`src/rtl/mips32_pkg.sv`:
```
// Shared constants and types for the pipe_MIPS32 core.
package mips32_pkg;

  // Instruction memory geometry and boot address
  localparam int unsigned MIPS_AW       = 10;
  localparam int unsigned MIPS_RESET_PC = 0;

  // Opcodes (IR[31:26])
  localparam logic [5:0] OP_ADD   = 6'b000000;
  localparam logic [5:0] OP_SUB   = 6'b000001;
  localparam logic [5:0] OP_AND   = 6'b000010;
  localparam logic [5:0] OP_OR    = 6'b000011;
  localparam logic [5:0] OP_SLT   = 6'b000100;
  localparam logic [5:0] OP_MUL   = 6'b000101;
  localparam logic [5:0] OP_HLT   = 6'b111111;
  localparam logic [5:0] OP_LW    = 6'b001000;
  localparam logic [5:0] OP_SW    = 6'b001001;
  localparam logic [5:0] OP_ADDI  = 6'b001010;
  localparam logic [5:0] OP_SUBI  = 6'b001011;
  localparam logic [5:0] OP_SLTI  = 6'b001100;
  localparam logic [5:0] OP_BNEQZ = 6'b001101;
  localparam logic [5:0] OP_BEQZ  = 6'b001110;

  // Instruction type codes
  localparam logic [2:0] TYPE_RR_ALU = 3'd0;
  localparam logic [2:0] TYPE_RM_ALU = 3'd1;
  localparam logic [2:0] TYPE_LOAD   = 3'd2;
  localparam logic [2:0] TYPE_STORE  = 3'd3;
  localparam logic [2:0] TYPE_BRANCH = 3'd4;
  localparam logic [2:0] TYPE_HALT   = 3'd5;

  // Fetch-queue control states
  typedef enum logic [1:0] {
    FQ_RUN   = 2'd0,
    FQ_DRAIN = 2'd1,
    FQ_STOP  = 2'd2
  } fq_state_t;

  // Classify an opcode into its pipeline type code
  function automatic logic [2:0] instr_type(input logic [5:0] op);
    logic [2:0] t;
    t = TYPE_HALT;
    case (op)
      OP_ADD, OP_SUB, OP_AND, OP_OR, OP_SLT, OP_MUL: t = TYPE_RR_ALU;
      OP_ADDI, OP_SUBI, OP_SLTI:                     t = TYPE_RM_ALU;
      OP_LW:                                         t = TYPE_LOAD;
      OP_SW:                                         t = TYPE_STORE;
      OP_BNEQZ, OP_BEQZ:                             t = TYPE_BRANCH;
      default:                                       t = TYPE_HALT;
    endcase
    return t;
  endfunction

endpackage

```
`src/rtl/mips32_sync_fifo.sv`:
```
// Synchronous FIFO with registered storage and a combinational head.
// Same-cycle push and pop is allowed (also when full); flush wins over both.
module mips32_sync_fifo
  import mips32_pkg::*;
#(
  parameter int unsigned WIDTH = 42,
  parameter int unsigned DEPTH = 4
) (
  input  logic                     clk1,
  input  logic                     rst,
  input  logic                     push,
  input  logic                     pop,
  input  logic                     flush,
  input  logic [WIDTH-1:0]         wdata,
  output logic [WIDTH-1:0]         rdata,
  output logic                     full,
  output logic                     empty,
  output logic [$clog2(DEPTH):0]   count
);

  localparam int unsigned PW = $clog2(DEPTH);
  localparam int unsigned CW = PW + 1;

  logic [WIDTH-1:0] mem [DEPTH];
  logic [PW-1:0]    wr_ptr;
  logic [PW-1:0]    rd_ptr;
  logic             do_push;
  logic             do_pop;

  assign empty   = (count == '0);
  assign full    = (count == CW'(DEPTH));
  assign do_pop  = pop & ~empty;
  assign do_push = push & (~full | do_pop);
  assign rdata   = mem[rd_ptr];

  // Pointer and occupancy bookkeeping
  always_ff @(posedge clk1) begin
    if (rst || flush) begin
      wr_ptr <= '0;
      rd_ptr <= '0;
      count  <= '0;
    end else begin
      if (do_push) wr_ptr <= wr_ptr + 1'b1;
      if (do_pop)  rd_ptr <= rd_ptr + 1'b1;
      case ({do_push, do_pop})
        2'b10:   count <= count + 1'b1;
        2'b01:   count <= count - 1'b1;
        default: count <= count;
      endcase
    end
  end

  // Entry storage, no reset needed since occupancy gates visibility
  always_ff @(posedge clk1) begin
    if (do_push && !flush && !rst) mem[wr_ptr] <= wdata;
  end

endmodule

```
`src/rtl/mips32_fetch_queue.sv`:
```
// Instruction-fetch front end: fetches words over req/ack into a queue and
// hands {IR, NPC} pairs to ID. Flushes on redirect, freezes on halt.
module mips32_fetch_queue
  import mips32_pkg::*;
#(
  parameter int unsigned DEPTH    = 4,
  parameter int unsigned AW       = MIPS_AW,
  parameter int unsigned RESET_PC = MIPS_RESET_PC
) (
  input  logic                   clk1,
  input  logic                   rst,
  output logic                   imem_req,
  output logic [AW-1:0]          imem_addr,
  input  logic                   imem_ack,
  input  logic [31:0]            imem_rdata,
  input  logic                   redirect_valid,
  input  logic [AW-1:0]          redirect_pc,
  input  logic                   halt,
  output logic                   id_valid,
  output logic [31:0]            id_ir,
  output logic [31:0]            id_npc,
  input  logic                   id_ready,
  output logic [$clog2(DEPTH):0] count
);

  localparam int unsigned   CW  = $clog2(DEPTH) + 1;
  localparam int unsigned   EW  = 32 + AW;
  localparam logic [AW-1:0] PC0 = AW'(RESET_PC);

  fq_state_t     state, state_nx;
  logic [AW-1:0] fetch_pc, fetch_pc_nx;
  logic [AW-1:0] target_pc, target_nx;
  logic [AW-1:0] addr_nx;
  logic [AW-1:0] pc_inc;
  logic          req_nx;
  logic          halt_q;
  logic          halt_now;
  logic          ack;
  logic          wait_ack;
  logic          push;
  logic          pop;
  logic          flush;
  logic          room;
  logic [CW-1:0] count_nx;
  logic [EW-1:0] head;
  logic          fifo_full;
  logic          fifo_empty;

  assign ack      = imem_req & imem_ack;
  assign wait_ack = imem_req & ~imem_ack;
  assign pop      = id_valid & id_ready;
  assign halt_now = halt | halt_q;
  assign pc_inc   = fetch_pc + 1'b1;

  // Acked data is only kept in RUN without a redirect; STOP ignores redirects
  assign push     = (state == FQ_RUN) & ~redirect_valid & ack;
  assign flush    = redirect_valid & (state != FQ_STOP);
  assign count_nx = count + CW'(push) - CW'(pop);
  assign room     = (count_nx < CW'(DEPTH));

  assign id_valid = ~fifo_empty;
  assign id_ir    = head[EW-1:AW];
  assign id_npc   = 32'(head[AW-1:0]);

  mips32_sync_fifo #(
    .WIDTH (EW),
    .DEPTH (DEPTH)
  ) u_fifo (
    .clk1  (clk1),
    .rst   (rst),
    .push  (push),
    .pop   (pop),
    .flush (flush),
    .wdata ({imem_rdata, pc_inc}),
    .rdata (head),
    .full  (fifo_full),
    .empty (fifo_empty),
    .count (count)
  );

  // Next-state, fetch pointer and issue decision
  always_comb begin
    state_nx    = state;
    fetch_pc_nx = fetch_pc;
    target_nx   = target_pc;
    req_nx      = imem_req;
    addr_nx     = imem_addr;
    case (state)
      FQ_RUN: begin
        if (redirect_valid) begin
          if (wait_ack) begin
            // Outstanding request must finish on its old address first
            state_nx  = FQ_DRAIN;
            target_nx = redirect_pc;
          end else begin
            fetch_pc_nx = redirect_pc;
            addr_nx     = redirect_pc;
            if (halt_now) begin
              state_nx = FQ_STOP;
              req_nx   = 1'b0;
            end else begin
              req_nx = 1'b1;
            end
          end
        end else begin
          if (ack) fetch_pc_nx = pc_inc;
          if (!wait_ack) begin
            if (halt_now) begin
              state_nx = FQ_STOP;
              req_nx   = 1'b0;
            end else begin
              req_nx  = room;
              addr_nx = ack ? pc_inc : fetch_pc;
            end
          end
        end
      end
      FQ_DRAIN: begin
        if (redirect_valid) target_nx = redirect_pc;
        if (ack) begin
          // Latest target wins, including one arriving with the ack
          fetch_pc_nx = redirect_valid ? redirect_pc : target_pc;
          addr_nx     = fetch_pc_nx;
          if (halt_now) begin
            state_nx = FQ_STOP;
            req_nx   = 1'b0;
          end else begin
            state_nx = FQ_RUN;
            req_nx   = room;
          end
        end
      end
      FQ_STOP: begin
        req_nx = 1'b0;
      end
      default: begin
        state_nx = FQ_RUN;
        req_nx   = 1'b0;
      end
    endcase
  end

  // Control and request registers
  always_ff @(posedge clk1) begin
    if (rst) begin
      state     <= FQ_RUN;
      fetch_pc  <= PC0;
      target_pc <= PC0;
      imem_req  <= 1'b0;
      imem_addr <= PC0;
    end else begin
      state     <= state_nx;
      fetch_pc  <= fetch_pc_nx;
      target_pc <= target_nx;
      imem_req  <= req_nx;
      imem_addr <= addr_nx;
    end
  end

  // Sticky halt flag
  always_ff @(posedge clk1) begin
    if (rst)       halt_q <= 1'b0;
    else if (halt) halt_q <= 1'b1;
  end

  a_no_full_with_req: assert property (@(posedge clk1) disable iff (rst)
    !(fifo_full && imem_req));

endmodule

```
`config.mk`:
```
export PLATFORM = sky130hd
export DESIGN_NAME = mips32_fetch_queue
export DESIGN_NICKNAME = d
export VERILOG_FILES = /design/src/rtl/mips32_pkg.sv /design/src/rtl/mips32_sync_fifo.sv /design/src/rtl/mips32_fetch_queue.sv
export SDC_FILE = /design/constraint.sdc
export NUM_CORES = 1
export LEC_CHECK = 0
export BUFFER_PORTS_ARGS = -buffer_cell sky130_fd_sc_hd__buf_2
export CORE_MARGIN = 2
export CORE_UTILIZATION = 40
export DETAILED_ROUTE_END_ITERATION = 12
export REMOVE_ABC_BUFFERS = 1
export SLEW_MARGIN = 20
export SYNTH_ARGS = -nofsm -noshare
export SYNTH_HDL_FRONTEND = slang
export SYNTH_SLANG_ARGS = --single-unit
```
`constraint.sdc`:
```
create_clock -name clk1 -period 5.9 [get_ports clk1]
set_input_delay 0.295 -clock clk1 [delete_from_list [all_inputs] [get_ports clk1]]
set_output_delay 0.295 -clock clk1 [all_outputs]
set_load 0.05 [all_outputs]
```
After elaboration in Yosys (flattened, before gate mapping)
Memories as Yosys holds them, arrays and structs flattened. A register that Yosys moved wholly into a read port is not among the register bits. Cells that the tools add are included.

Logic and storage cells: 92. Memories: 1. Bits in registers: 41. Output and inout port bits: 79. Input port bits: 48. Memory bits (writable): 168.

$lt $le $gt $ge: 1. Add/sub/neg operators: 7. Eq/ne operators: 13. Bitwise logic cells: 15. Reductions and logical operators: 14. Mux-type cells: 32.

Memories: u_fifo.mem (words 4, bits a word 42, read ports 1, clocked after memory_dff 1, write ports 1, line mips32_sync_fifo.sv:24) `logic [WIDTH-1:0] mem [DEPTH];`.

Operators with widths (number): $mux 10 (10); $pmux 10 s2 (3); $mux 2 (8); $add 10x1->10 const B (1); $ne 2x2->1 const B (5); $ne 3x3->1 const B (3); $reduce_and 3->1 (3); $and 1x1->1 (8); $mux 1 (8); $pmux 2 s3 (1); $pmux 3 s2 (1); $not 1->1 (5); $add 2x1->2 const B (2); $eq 2x1->1 const B (2); $eq 2x2->1 const B (2); $reduce_and 4->1 (1); $reduce_bool 2->1 (2); $add 3x1->3 (1); $add 3x1->3 const B (1); $eq 3x3->1 const B (1); $logic_not 3->1 (1); $lt 3x3->1 const B (1); $sub 3x1->3 (1); $sub 3x1->3 const B (1); other kinds (7) (10).

Depth between registers and ports, before layout
Depth in word-level cells: 10. Mapped depth: 12. Gate-level depth less buffers: 10.

Modules after synthesis
From an unflattened synthesis, not the netlist that was laid out.

Cell total of the unflattened synthesis: 541. Area, all modules: 8755.9 um2.

Modules (own cells, without submodules): mips32_sync_fifo (area each 6647.6 um2, cells each 287, sequential area each 5225.0 um2, instances 1); mips32_fetch_queue (area each 2108.3 um2, cells each 254, sequential area each 680.7 um2, instances 1).

Worst setup path before layout
No wires, ideal clock.

Path kind: reg-to-reg. From: reg imem_req. To: mem u_fifo.mem[0][0] (enable). Cell stages (with the launch flop): 5. Setup time: 0.404 ns. Required time: 5.496 ns. Clock period less this slack: 2.900 ns. Buffers on the path: 1. Data arrival time: 2.497 ns. Slack: 3.000 ns. Path through: dfxtp_1 buf_2 nand3b_1 nor3_2 and3_1.

Word-level cells in the longest chain between the ends: 7.

Ends and longest elaborated chain: from (decl) (line mips32_fetch_queue.sv:12) `output logic imem_req,`; from (signal assigned) (line mips32_fetch_queue.sv:155) `imem_req <= req_nx;`; $and 1x1->1 (line mips32_fetch_queue.sv:49) `assign ack = imem_req & imem_ack;`; $and 1x1->1 (line mips32_fetch_queue.sv:56) `assign push = (state == FQ_RUN) & ~redirect_valid & ack;`; $and 1x1->1 (line mips32_sync_fifo.sv:33) `assign do_push = push & (~full | do_pop);`; $logic_and 1x1->1 (2 in series) (line mips32_sync_fifo.sv:55) `if (do_push && !flush && !rst) mem[wr_ptr] <= wdata;`; $mux 1 (line mips32_sync_fifo.sv:55); $mux 1 (implied by the code) (line mips32_sync_fifo.sv:55); to (decl) (line mips32_sync_fifo.sv:24).

Every way passes these cells.

==> run_results.csv <==
group,metric,value,unit
setup_path,crit_family,"flip-flops",
drt,num_vias,4680,
placed_design,dp_slack,3.089,ns
logic_synthesis,ys_ff_latch,211,
cts,htree_levels,1,
setup_path,arrival,2.30,ns
cells_and_area,drive_above_1_share,28.40,%
timing,max_freq,385.4,MHz
logic_synthesis,synthTopCellsByCount,"edfxtp_1 (168), nor2_1 (50), dfxtp_1 (43)",
logic_synthesis,ys_types,48,
job,cap_violations,0,
global_routing,grt_util_all_layers,14.38,%
global_routing,grt_max_degree,43,
cts,numCtsBuffers,22,
cts,clk_latency,0.50,ns
placed_design,port_buffers,104,
timing,finalHoldViolCount,0,
timing,period_share,43.98,%
power,powerDensity,309.1,mW/mm^2
run_status,status,"completed",
drt,wl_per_cell,17.61,microns
cts,clockBufferDepth,3,
global_routing,grt_pass1_vias,4796,
cells_and_area,area_growth,16.41,%
logic_synthesis,synth_top_cell_by_area,"edfxtp_1",
setup_path,path_cells,"mux4_2 > buf_2",
setup_path,cp.required,5.61,ns
logic_synthesis,syn_area_per_cell,16.20,sq um
cts,post_cts_buffers,0,
global_routing,grt_overflow,0,
logic_synthesis,yosysMostFrequentCell,"edfxtp_1",
floorplan,dieArea,0.02265,sq mm
floorplan,die_x,150.5,microns
timing,max_slew_margin,41.78,%
placed_design,dp_hpwl,10340,microns
setup_path,crit_buf_inv,1,
placed_design,placement.cell_area,0.009218,sq mm
drt,initialDrtViolationCount,209,
floorplan,core,0.02102,sq mm
timing,finalSetupTns,0,ns
drt,vias_per_cell,5.032,
timing,period_needed,2.595,ns
floorplan,rows,53,
timing,setup_viol,0,
floorplan,ios,127,
timing,slew_viol_final,0,
cells_and_area,n_antenna_cell,0,
cells_and_area,instances_no_fill,930,
floorplan,die_h,150.5,microns
logic_synthesis,syn-instance-count,530,
setup_path,critical_path_class,"register to primary output",
power,ir_drop,0.2128,mV
cts,clk_pin_slew,0.06,ns
logic_synthesis,yosysSeqAreaShare,68.78,%
drt,finalWirelength,16380,microns
cts,cts_tree,"built",
logic_synthesis,synth_warnings,0,
cells_and_area,num-fill-cells,1799,
cells_and_area,fin_nets,696,
drt,dr.pass1.iters,4,
timing,tightest_slew,0.8733,ns
cts,cts.sink_count,211,
timing,rsz0062_at_grt,"no",
cells_and_area,fin_area,0.009995,sq mm
logic_synthesis,synthArstFlopShare,0,%
setup_path,critPathLaunchType,"register",
global_routing,antenna_found_initial,0,
placed_design,dp.cells,879,
placed_design,gp_congestion,0.7809,
logic_synthesis,synth_edf_count,168,
timing,timing.final.ws_setup,3.305,ns
drt,ant_nets,0,
setup_path,critPathMaxStageDelay,0.91,ns
cts,root_buffer,"clkbuf_16",
logic_synthesis,syn_area,0.008586,sq mm
logic_synthesis,synth_top_flop_cell,"edfxtp_1",
global_routing,grt_pass1_wl,25160,microns
logic_synthesis,synth_top_cell_area_share,58.76,%
power,power,3.089,mW
timing,clock_skew,0.01956,ns
power,p_leak,3.515,nW
setup_path,critPathCaptureType,"primary output",
setup_path,slowest_stage,"dfxtp_4",
floorplan,initial_core_util,40.84,%
logic_synthesis,yosys-top-cells-area,"edfxtp_1 (59%), mux4_2 (11%), dfxtp_1 (10%), nor2_1 (2.2%), buf_4 (1.9%)",
setup_path,crit_path_max_fanout,42,
drt,drc,0,
worst_hold_path,hold_class,"input pin to register",
stage by stage:
| stage | utilization, % | hold slack [ns] |
|---|---|---|
| 2_1_floorplan | - | 0.3641 |
| 3_3_place_gp | 43.83 | 0.4648 |
| 3_5_place_dp | 43.85 | 0.4707 |
| 4_1_cts | 47.46 | 0.0003753 |
| 5_1_grt | 47.54 | 0.006214 |
| 6_report | 47.54 | 0.01363 |
flip-flops by register name (all words and copies together), names as in the netlist, named ones only:
signal / flops
u_fifo.count: 3
imem_req: 1
target_pc: 10
u_fifo.wr_ptr: 2
halt_q: 1
u_fifo.mem: 168
fetch_pc: 10
u_fifo.rd_ptr: 2
imem_addr: 10
state: 2
cells in the final DEF, fill, tap and decap left out, types with 2 or more instances in the layout:
master,synthesis,layout
nor4_1,2,2
xnor2_1,11,11
xor2_1,10,10
dfxtp_4,0,2
or3_1,2,2
nand2_1,19,19
nand4_1,2,2
dlygate4sd3_1,0,12
nor3_1,10,10
o31ai_1,3,3
mux2i_1,15,15
and3_4,0,4
clkinv_2,0,2
nand3_1,6,6
a211oi_1,14,14
edfxtp_1,168,168
a21oi_1,12,12
a31oi_1,3,3
dfxtp_1,43,41
clkinv_1,0,8
a221oi_1,3,3
inv_1,13,13
nand2b_1,7,7
ha_1,7,7
conb_1,1,22
clkbuf_16,0,22
or4_1,2,2
nor2b_1,2,2
nor2_1,50,50
a21o_1,3,3
buf_2,10,104
o21ai_0,8,7
mux4_2,42,42
clkbuf_1,13,5
cell type report:
cell class	instances	area [sq um]	area share, %
Multi-Input combinational cell	276	2409	24.10
Clock buffer	28	583.1	5.834
Timing Repair Buffer	116	640.6	6.410
Sequential cell	211	5913	59.16
Inverter	13	48.80	0.4882
Clock inverter	11	56.30	0.5633
Tap cell	275	344.1	3.443
power breakdown:
part           internal, mW  switching [mW]  leakage, nW
combinational        0.0628           0.150         1.34
clock                 0.696           0.529        0.311
sequential             1.63          0.0226         1.87
total                  2.39           0.701         3.52
metal layers:
metal / GRT usage [%] / vias to the layer above / wire (microns)
met2: 24.32 / 151 / 7945
li1: - / 2200 / -
met5: 0 / - / 0
met4: 3.726 / 0 / 322
met3: 2.939 / 28 / 1022
met1: 19.06 / 2301 / 7087
logic make-up after synthesis:
| kind of cell | synth area share [%] |
|---|---|
| mux | 12.93 |
| simple gates | 6.412 |
| compound gates | 4.081 |
| flops | 68.78 |
| xor+xnor | 2.142 |
| other cells | 0.04368 |
| buf+inv | 4.357 |
| fa+ha+maj | 1.253 |
what timing repair did:
item | 4_1_cts | 5_1_grt
hold endpoints to repair | 46 | 0
gates resized for setup | 0 | 0
hold buffers | 12 | 0
path summary, 6_finish.rpt:
path,start,endpoint,slack [ns],cells past startpoint
max,register,id_ir[13],3.31,2
min reg2reg,imem_addr[7],imem_addr[7],0.48,2
max reg2reg,u_fifo.count[1],imem_req,3.43,10
min,imem_rdata[6],u_fifo.mem[3][16],0.01,1
(Power assumes the default switching activity.)
